### config.mk
export PLATFORM = sky130hd
export DESIGN_NAME = rvv_push_packer_flat
export DESIGN_NICKNAME = d
export VERILOG_FILES = /design/src/rtl/rvv_push_packer_pkg.sv /design/src/rtl/rvv_push_packer_if.sv /design/src/rtl/rvv_push_packer_lane_compactor.sv /design/src/rtl/rvv_push_packer.sv /design/src/flat_wrapper.sv
export SDC_FILE = /design/constraint.sdc
export NUM_CORES = 1
export LEC_CHECK = 0
export CAP_MARGIN = 10
export CORE_ASPECT_RATIO = 2
export CORE_MARGIN = 2
export CORE_UTILIZATION = 55
export DETAILED_ROUTE_END_ITERATION = 8
export PLACE_DENSITY = 0.86
export SYNTH_ARGS = -nofsm -noshare
export SYNTH_HDL_FRONTEND = slang
export SYNTH_SLANG_ARGS = --single-unit
### constraint.sdc
create_clock -name clk -period 9.8 [get_ports clk]
set_input_delay 2.45 -clock clk [delete_from_list [all_inputs] [get_ports clk]]
set_output_delay 2.45 -clock clk [all_outputs]
set_load 0.05 [all_outputs]
### src/rtl/rvv_push_packer_pkg.sv
// Shared lane-compaction helpers: mask popcount, per-lane output rank and FIFO space decode.
// Functions work on a mask widened to MAX_LANES so any legal lane count can reuse them.
package rvv_push_packer_pkg;

    localparam int MAX_LANES  = 8;
    localparam int LANE_CNT_W = 4;

    function automatic logic [LANE_CNT_W-1:0] lane_popcount(input logic [MAX_LANES-1:0] mask);
        logic [LANE_CNT_W-1:0] c;
        c = '0;
        for (int i = 0; i < MAX_LANES; i++) begin
            c = c + {{(LANE_CNT_W-1){1'b0}}, mask[i]};
        end
        return c;
    endfunction

    // Prefix sum of the mask below 'lane': the slot a valid lane lands in after compaction.
    function automatic logic [LANE_CNT_W-1:0] lane_rank(input logic [MAX_LANES-1:0] mask,
                                                       input int lane);
        logic [LANE_CNT_W-1:0] c;
        c = '0;
        for (int i = 0; i < MAX_LANES; i++) begin
            if (i < lane) begin
                c = c + {{(LANE_CNT_W-1){1'b0}}, mask[i]};
            end
        end
        return c;
    endfunction

    function automatic logic [1:0] fifo_space(input logic full, input logic one_left);
        logic [1:0] s;
        if (full) begin
            s = 2'd0;
        end else if (one_left) begin
            s = 2'd1;
        end else begin
            s = 2'd2;
        end
        return s;
    endfunction

endpackage

### src/rtl/rvv_push_packer_if.sv
// Lane-group input handshake plus the dual-push write port of the downstream 2W/2R FIFO.
interface rvv_push_packer_if #(
    parameter int DWIDTH = 32,
    parameter int LANES  = 4
);
    logic                      in_valid;
    logic                      in_ready;
    logic [LANES-1:0]          in_mask;
    logic [LANES*DWIDTH-1:0]   in_data;
    logic                      push0;
    logic [DWIDTH-1:0]         inData0;
    logic                      push1;
    logic [DWIDTH-1:0]         inData1;
    logic                      fifo_full;
    logic                      fifo_1left_to_full;

    modport master (
        input  in_valid, in_mask, in_data, fifo_full, fifo_1left_to_full,
        output in_ready, push0, inData0, push1, inData1
    );

    modport slave (
        output in_valid, in_mask, in_data, fifo_full, fifo_1left_to_full,
        input  in_ready, push0, inData0, push1, inData1
    );
endinterface

### src/rtl/rvv_push_packer_lane_compactor.sv
// Combinational lane compactor: valid lanes moved to the low slots in ascending lane order.
module rvv_lane_compactor
    import rvv_push_packer_pkg::*;
#(
    parameter int DWIDTH = 32,
    parameter int LANES  = 4,
    parameter int CNTW   = $clog2(LANES + 1)
) (
    input  logic [LANES-1:0]        mask,
    input  logic [LANES*DWIDTH-1:0] data,
    output logic [LANES*DWIDTH-1:0] packed_data,
    output logic [CNTW-1:0]         count
);

    logic [MAX_LANES-1:0] mask_ext;

    always_comb begin
        mask_ext              = '0;
        mask_ext[LANES-1:0]   = mask;
        packed_data           = '0;
        for (int j = 0; j < LANES; j++) begin
            for (int i = 0; i < LANES; i++) begin
                if (mask[i] && (lane_rank(mask_ext, i) == LANE_CNT_W'(j))) begin
                    packed_data[j*DWIDTH +: DWIDTH] = data[i*DWIDTH +: DWIDTH];
                end
            end
        end
        count = CNTW'(lane_popcount(mask_ext));
    end

endmodule

### src/rtl/rvv_push_packer.sv
// Packs masked lane groups and drains them as up to two in-order FIFO writes per cycle.
// A new group is taken in the same cycle the last residue element leaves.
module rvv_push_packer
    import rvv_push_packer_pkg::*;
#(
    parameter int DWIDTH = 32,
    parameter int LANES  = 4,
    parameter int CNTW   = $clog2(LANES + 1)
) (
    input  logic               clk,
    input  logic               rst,
    rvv_push_packer_if.master  bus,
    output logic               busy
);

    logic [DWIDTH-1:0]         data_q [LANES];
    logic [DWIDTH-1:0]         data_d [LANES];
    logic [CNTW-1:0]           cnt_q, cnt_d;
    logic [CNTW-1:0]           rd_q, rd_d;
    logic [CNTW-1:0]           rd_p1;
    logic [CNTW-1:0]           n_w;
    logic [1:0]                space;
    logic [1:0]                n;
    logic                      accept;
    logic                      ready;
    logic [DWIDTH-1:0]         out0, out1;
    logic [LANES*DWIDTH-1:0]   packed_data;
    logic [CNTW-1:0]           packed_cnt;

    rvv_lane_compactor #(
        .DWIDTH (DWIDTH),
        .LANES  (LANES),
        .CNTW   (CNTW)
    ) u_compactor (
        .mask        (bus.in_mask),
        .data        (bus.in_data),
        .packed_data (packed_data),
        .count       (packed_cnt)
    );

    // Drain count is held at zero during reset so the discarded residue never reaches the FIFO.
    always_comb begin
        space = fifo_space(bus.fifo_full, bus.fifo_1left_to_full);
        n     = 2'd2;
        if (space < n) begin
            n = space;
        end
        if (cnt_q < CNTW'(n)) begin
            n = cnt_q[1:0];
        end
        if (rst) begin
            n = 2'd0;
        end
        n_w    = CNTW'(n);
        ready  = (cnt_q == n_w);
        accept = bus.in_valid && ready;
        rd_p1  = rd_q + CNTW'(1);

        out0 = '0;
        out1 = '0;
        for (int i = 0; i < LANES; i++) begin
            if (CNTW'(i) == rd_q) begin
                out0 = data_q[i];
            end
            if (CNTW'(i) == rd_p1) begin
                out1 = data_q[i];
            end
        end

        cnt_d  = cnt_q - n_w;
        rd_d   = rd_q + n_w;
        data_d = data_q;
        if (accept) begin
            cnt_d = packed_cnt;
            rd_d  = '0;
            for (int i = 0; i < LANES; i++) begin
                data_d[i] = packed_data[i*DWIDTH +: DWIDTH];
            end
        end
    end

    always_ff @(posedge clk) begin
        if (rst) begin
            cnt_q <= '0;
            rd_q  <= '0;
        end else begin
            cnt_q <= cnt_d;
            rd_q  <= rd_d;
        end
    end

    always_ff @(posedge clk) begin
        data_q <= data_d;
    end

    assign bus.push0    = (n != 2'd0);
    assign bus.push1    = (n == 2'd2);
    assign bus.inData0  = out0;
    assign bus.inData1  = out1;
    assign bus.in_ready = ready;
    assign busy         = (cnt_q != '0);

`ifdef ASSERT_ON
    always_ff @(posedge clk) begin
        if (!rst) begin
            assert (!bus.push1 || bus.push0);
            assert (cnt_q <= CNTW'(LANES));
            assert (!accept || (cnt_q == n_w));
        end
    end
`endif

endmodule

### src/flat_wrapper.sv
// flat-port wrapper written by rule: the top's interface ports become plain ports
module rvv_push_packer_flat import rvv_push_packer_pkg::*;
#(
    parameter int DWIDTH = 32,
    parameter int LANES  = 4,
    parameter int CNTW   = $clog2(LANES + 1)
)
  (clk, rst, busy, bus_in_valid, bus_in_mask, bus_in_data, bus_fifo_full, bus_fifo_1left_to_full, bus_in_ready, bus_push0, bus_inData0, bus_push1, bus_inData1);
  rvv_push_packer_if #(.DWIDTH(DWIDTH), .LANES(LANES)) bus_i ();
  input  logic clk;
  input  logic rst;
  output logic busy;
  input wire logic [$bits(bus_i.in_valid)-1:0] bus_in_valid;
  input wire logic [$bits(bus_i.in_mask)-1:0] bus_in_mask;
  input wire logic [$bits(bus_i.in_data)-1:0] bus_in_data;
  input wire logic [$bits(bus_i.fifo_full)-1:0] bus_fifo_full;
  input wire logic [$bits(bus_i.fifo_1left_to_full)-1:0] bus_fifo_1left_to_full;
  output wire logic [$bits(bus_i.in_ready)-1:0] bus_in_ready;
  output wire logic [$bits(bus_i.push0)-1:0] bus_push0;
  output wire logic [$bits(bus_i.inData0)-1:0] bus_inData0;
  output wire logic [$bits(bus_i.push1)-1:0] bus_push1;
  output wire logic [$bits(bus_i.inData1)-1:0] bus_inData1;
  assign bus_i.in_valid = bus_in_valid;
  assign bus_i.in_mask = bus_in_mask;
  assign bus_i.in_data = bus_in_data;
  assign bus_i.fifo_full = bus_fifo_full;
  assign bus_i.fifo_1left_to_full = bus_fifo_1left_to_full;
  assign bus_in_ready = bus_i.in_ready;
  assign bus_push0 = bus_i.push0;
  assign bus_inData0 = bus_i.inData0;
  assign bus_push1 = bus_i.push1;
  assign bus_inData1 = bus_i.inData1;
  rvv_push_packer #(.DWIDTH(DWIDTH), .LANES(LANES), .CNTW(CNTW)) u_core (.clk(clk), .rst(rst), .bus(bus_i), .busy(busy));
endmodule
Word level (Yosys, flattened, before mapping)
Index checks and enable logic that the tools add are counted.
{"block": "word_totals", "input_bits": 137, "latchBits": 0, "romBits": 0, "elab_cells": 72, "register_bits": 134, "output_inout_bits": 68, "n_memories": 0, "ramBits": 0}
{"block": "op_classes", "add_sub_neg": 6, "bitwise_logic": 0, "div_mod_pow": 0, "n_reduce_logical": 19, "n_mux": 25, "n_mul": 0, "n_shift": 0, "order_cmp": 2, "eq_ne": 14}
{"operator": "two-way mux 32 bit", "count": 19}
{"operator": "equality test 4 x 2 -> 1 bit, second input constant", "count": 4}
{"operator": "equality test 2 x 3 -> 1 bit, first input constant", "count": 4}
{"operator": "zero test 4 bit", "count": 3}
{"operator": "logical AND 1 bit", "count": 11}
{"operator": "two-way mux 2 bit", "count": 5}
{"operator": "equality test 4 x 1 -> 1 bit, second input constant", "count": 2}
{"operator": "equality test 1 x 3 -> 1 bit, first input constant", "count": 2}
{"operator": "zero test 3 bit", "count": 2}
{"operator": "adder 2 x 1 -> 3 bit", "count": 1}
{"operator": "adder 3 x 1 -> 3 bit", "count": 1}
{"operator": "adder 3 x 1 -> 3 bit, second input constant", "count": 1}
{"operator": "adder 3 x 2 -> 3 bit", "count": 1}
{"operator": "equality test 3 x 2 -> 1 bit", "count": 1}
{"operator": "less-than comparator 3 x 2 -> 1 bit", "count": 1}
{"operator": "two-way mux 3 bit", "count": 1}
{"operator": "nonzero test 3 bit", "count": 1}
{"operator": "subtractor 3 x 2 -> 3 bit", "count": 1}
{"operator": "adder 1 x 1 -> 2 bit", "count": 1}
{"operator": "equality test 2 bit, second input constant", "count": 1}
{"operator": "less-than comparator 2 bit, second input constant", "count": 1}
{"operator": "nonzero test 2 bit", "count": 1}
{"operator": "OR reduction 2 bit", "count": 1}

Depth between registers and ports, before layout
{"block": "depth", "ltp_word": 10, "ltp_mapped": 11, "depth_no_buf": 10}

By module
Synthesis repeated with hierarchy kept, for this count alone.
{"block": "unflattened", "hier_cells": 944, "hier_area_um2": 8807.2}
{"module": "rvv_push_packer", "cells_each": 472, "seq_area_each_um2": 3963.8, "n_inst": 1, "area_each_um2": 6217.2}
{"module": "rvv_lane_compactor", "cells_each": 472, "seq_area_each_um2": 0.0, "n_inst": 1, "area_each_um2": 2590.0}

Worst setup path after synthesis
Ideal clock, no wire load.
{"block": "synth_timing", "path_kind": "input-to-output", "startpoint": "input port bus_fifo_full", "endpoint": "output port bus_push0", "setup_slack_ps": 2666, "path_stages": 4, "n_path_buf": 0, "arrival_ps": 4684, "required_ps": 7350, "path_cell_list": "or2_2 > ha_1 > or3_1 > a221oi_1"}
{"block": "synth_via", "elab_chain_cells": 7}
{"element": "from (decl)", "line": "flat_wrapper.sv:16", "source": "input wire logic [$bits(bus_i.fifo_full)-1:0] bus_fifo_full;"}
{"element": "two-way mux 2 bit *", "line": "rvv_push_packer_pkg.sv:32", "source": "if (full) begin"}
{"element": "less-than comparator 2 bit", "line": "rvv_push_packer.sv:45", "source": "if (space < n) begin"}
{"element": "two-way mux 2 bit *", "line": "rvv_push_packer.sv:45"}
{"element": "less-than comparator 3 x 2 -> 1 bit", "line": "rvv_push_packer.sv:48", "source": "if (cnt_q < CNTW'(n)) begin"}
{"element": "two-way mux 2 bit *", "line": "rvv_push_packer.sv:48"}
{"element": "two-way mux 2 bit *", "line": "rvv_push_packer.sv:51", "source": "if (rst) begin"}
{"element": "nonzero test 2 bit *", "line": "rvv_push_packer.sv:96", "source": "assign bus.push0 = (n != 2'd0);"}
{"element": "to (decl)", "line": "flat_wrapper.sv:19", "source": "output wire logic [$bits(bus_i.push0)-1:0] bus_push0;"}
Every way passes the cells marked *; elsewhere a longest branch is shown, timed or not.

Final worst setup path
{"block": "layout_timing", "startpoint": "input port bus_fifo_full", "endpoint": "output port bus_in_ready"}
{"block": "layout_via", "elab_chain_cells": 7}
{"element": "two-way mux 2 bit *", "line": "rvv_push_packer_pkg.sv:32"}
{"element": "less-than comparator 2 bit", "line": "rvv_push_packer.sv:45"}
{"element": "two-way mux 2 bit *", "line": "rvv_push_packer.sv:45"}
{"element": "less-than comparator 3 x 2 -> 1 bit", "line": "rvv_push_packer.sv:48"}
{"element": "two-way mux 2 bit *", "line": "rvv_push_packer.sv:48"}
{"element": "two-way mux 2 bit *", "line": "rvv_push_packer.sv:51"}
{"element": "equality test 3 x 2 -> 1 bit *", "line": "rvv_push_packer.sv:55", "source": "ready = (cnt_q == n_w);"}
{"element": "to (decl)", "line": "flat_wrapper.sv:18", "source": "output wire logic [$bits(bus_i.in_ready)-1:0] bus_in_ready;"}
Marked as above.

==> run_results.csv <==
group,metric,value,unit
worst_hold_path,hold_path_class,"register to register",
die,die-area,17400,sq um
job,cap_viol_max_count,0,
cells_and_area,multi_input_area,4570,sq um
cells_and_area,synthToLayoutAreaGrowth,29.9,%
cells_and_area,layout_common_cells,"nand2_1, clkdlybuf4s50_1, o21ai_0",
cells_and_area,ff_latch_area,3970,sq um
drt,drt_wl_total,29800,um
yosys,yosysWarningCount,0,
grt,first_global_vias,9045,
timing,rsz0062_at_grt,"false",
clock_network,cts_inserted_buffers,17,
timing,period_minus_slack,7910,ps
timing,finalCritPeriodShare,0.807,
setup_path,rrSetupSlack,5930,ps
grt,grt-ovfl-total,0,
setup_path,critPathRequiredTime,7350,ps
pwr,power_leakage,3.96,nW
timing,tightestPinTransition,1230,ps
die,die_w,94.3,um
grt,antenna_found_initial,0,
timing,hold_viol_final,0,
placed_design,portBuffers,204,
drt,detail-route-antenna-nets,0,
yosys,synth.avg_cell_area,8.82,sq um
timing,fin_skew,7.79,ps
yosys,syn_nets,1171,
cells_and_area,antenna_cells,0,
yosys,ys_types,47,
worst_hold_path,worstHoldStart,"u_core.rd_q[2]",
setup_path,path_max_fanout,5,
cells_and_area,final_common_cell,"nand2_1",
clock_network,cts_setup_buffers,0,
setup_path,worst-path-buf-inv,2,
timing,setup_viol,0,
cells_and_area,drive_gt1_frac,0.0796,
setup_path,r2r_start,"u_core.cnt_q[0]",
clock_network,postCtsHoldBufs,0,
yosys,yosysSeqAreaShare,0.442,
setup_path,cpPeakStageDelay,820,ps
cells_and_area,fill_cells,1182,
die,initial_utilization,0.557,
worst_hold_path,hold_end,"u_core.rd_q[2]",
placed_design,post-place-ws,1900,ps
yosys,async_flop_share,0,
worst_hold_path,holdPathStages,2,
clock_network,insertion_delay,420,ps
timing,drv_slew,0,
clock_network,clk_path_buf_depth,2,
clock_network,clock_sinks,134,
clock_network,post_cts_resized,0,
timing,setup_ws,1890,ps
grt,grt_max_degree,76,
setup_path,r2r-end,"u_core.data_q[54]",
setup_path,critPathArrivalTime,5460,ps
die,ioPinCount,205,
pwr,powerDensity,320,nW/um^2
pwr,peakVddDrop,0.337,mV
drt,wire_per_inst,21.7,um
drt,drcViolationCount,0,
die,fp-row-count,66,
setup_path,cp_cell_sequence,"clkdlybuf4s50_1, or2_2, ha_1, or3_1, a211oi_1, ha_1, nand2_1, nor2_1, clkdlybuf4s50_1",
yosys,synth_seq_cells,134,
drt,vias_per_cell,6.71,
die,core_area,16100,sq um
yosys,synth_area,8970,sq um
grt,grt_pass1_wl,45100,um
die,die_h,185,um
placed_design,place.gp.congestion,0.884,
cells_and_area,utilization,0.724,
yosys,synth_edf_count,128,
setup_path,path_class,"primary input to primary output",
timing,fmax,126,MHz
placed_design,detailed_place_hpwl,18600,um
setup_path,crit_path_start_kind,"primary input",
drt,drt-initial-drc-count,1083,
setup_path,cp-end-kind,"primary output",
yosys,synth_cells,1017,
setup_path,cpMaxStageDelayCell,"clkdlybuf4s50_1",
clock_network,root_buffer,"clkbuf_16",
clock_network,htree_levels,4,
drt,num_vias,9209,
clock_network,path_clk_slew,60,ps
clock_network,cts_tree,"built",
status,outcome,"complete, no violations",
cells_and_area,fin_nets,1311,
grt,grt_usage,0.339,
timing,tns,0,ps
drt,drt_pass1_iterations,9,
setup_path,rr_worst_depth,7,
yosys,ys.flop_type,"edfxtp_1",
setup_path,path_delay_family,"buffers and inverters",
timing,slew_headroom,0.182,
[sequential cells by signal (all words and copies together), names as in the netlist]
signal         flops
u_core.data_q    128
u_core.cnt_q       3
u_core.rd_q        3
[Yosys cell counts, types with 7 or more instances]
master / number / area share
a31oi_1: 64 / 0.045
edfxtp_1: 128 / 0.43
mux2i_1: 32 / 0.036
o21ai_1: 41 / 0.023
mux2_2: 28 / 0.035
o21ai_0: 151 / 0.084
buf_4: 7 / 0.0059
nand2_1: 229 / 0.096
and3_1: 33 / 0.023
inv_1: 8 / 0.0033
nand3_1: 28 / 0.016
a22oi_1: 32 / 0.027
clkbuf_1: 45 / 0.019
a221oi_1: 32 / 0.031
nor2_1: 39 / 0.016
ha_1: 13 / 0.018
buf_2: 42 / 0.023
[logic make-up (layout without fill, tap and decap cells)]
| logic type | count (synthesis) | in the layout | share of synthesized area |
|---|---|---|---|
| xor gates and xnor gates | 2 | 2 | 0.00195 |
| AOI/OAI and AO/OA | 338 | 338 | 0.225 |
| adders and majority gates | 17 | 17 | 0.0270 |
| and+or+nand+nor | 358 | 358 | 0.177 |
| DFF | 134 | 134 | 0.442 |
| muxes | 60 | 60 | 0.0708 |
| buffers and inverters | 108 | 260 | 0.0565 |
[report_power, final]
part           internal, W  switching (W)  total (W)
clock             0.000449       0.000241   0.000691
combinational     0.000645        0.00134    0.00199
sequential        0.000923       0.000133    0.00106
[worst min-delay path, cell delays in order (launching register included)]
cell     delay (ps)
dfxtp_1         380
xor2_1          180
nor3_1           60
[metal layers]
metal | up-vias | GRT usage | wire, um
met5 | - | 0 | 0
li1 | 4055 | - | -
met1 | 4215 | 0.392 | 9980
met3 | 149 | 0.0703 | 3810
met2 | 790 | 0.574 | 14600
met4 | 0 | 0.191 | 1400
[worst max path at each step]
| stage | from | endpoint | slack (ps) | cells past startpoint |
|---|---|---|---|---|
| 5_1_grt | bus_fifo_full | bus_in_ready | 1750 | 9 |
| 6_report | bus_fifo_full | bus_in_ready | 1890 | 9 |
| 3_5_place_dp | bus_fifo_full | bus_in_ready | 1900 | 9 |
| 2_1_floorplan | bus_fifo_full | bus_push0 | 2670 | 4 |
| 3_3_place_gp | bus_fifo_full | bus_in_ready | 1940 | 9 |
| 4_1_cts | bus_fifo_full | bus_in_ready | 1890 | 9 |
[cell type report]
| cell class | count | share of cell area |
|---|---|---|
| Multi-Input combinational cell | 775 | 0.392 |
| Sequential cell | 134 | 0.340 |
| Timing Repair Buffer | 221 | 0.189 |
| Clock buffer | 18 | 0.0368 |
| Tap cell | 204 | 0.0219 |
| Clock inverter | 13 | 0.0177 |
| Inverter | 8 | 0.00279 |
[stage by stage]
stage / total power [W] / std cells / instance area, sq um / hold slack [ps]
2_1_floorplan: 0.00236 / 1017 / 8970 / 596
3_3_place_gp: 0.00296 / 1339 / 11000 / 647
4_1_cts: 0.00370 / 1370 / 11600 / 676
5_1_grt: 0.00387 / 1373 / 11700 / 745
6_report: 0.00373 / 1373 / 11700 / 668
3_5_place_dp: 0.00301 / 1339 / 11000 / 662
No activity file was read; power rests on OpenSTA's default activity.
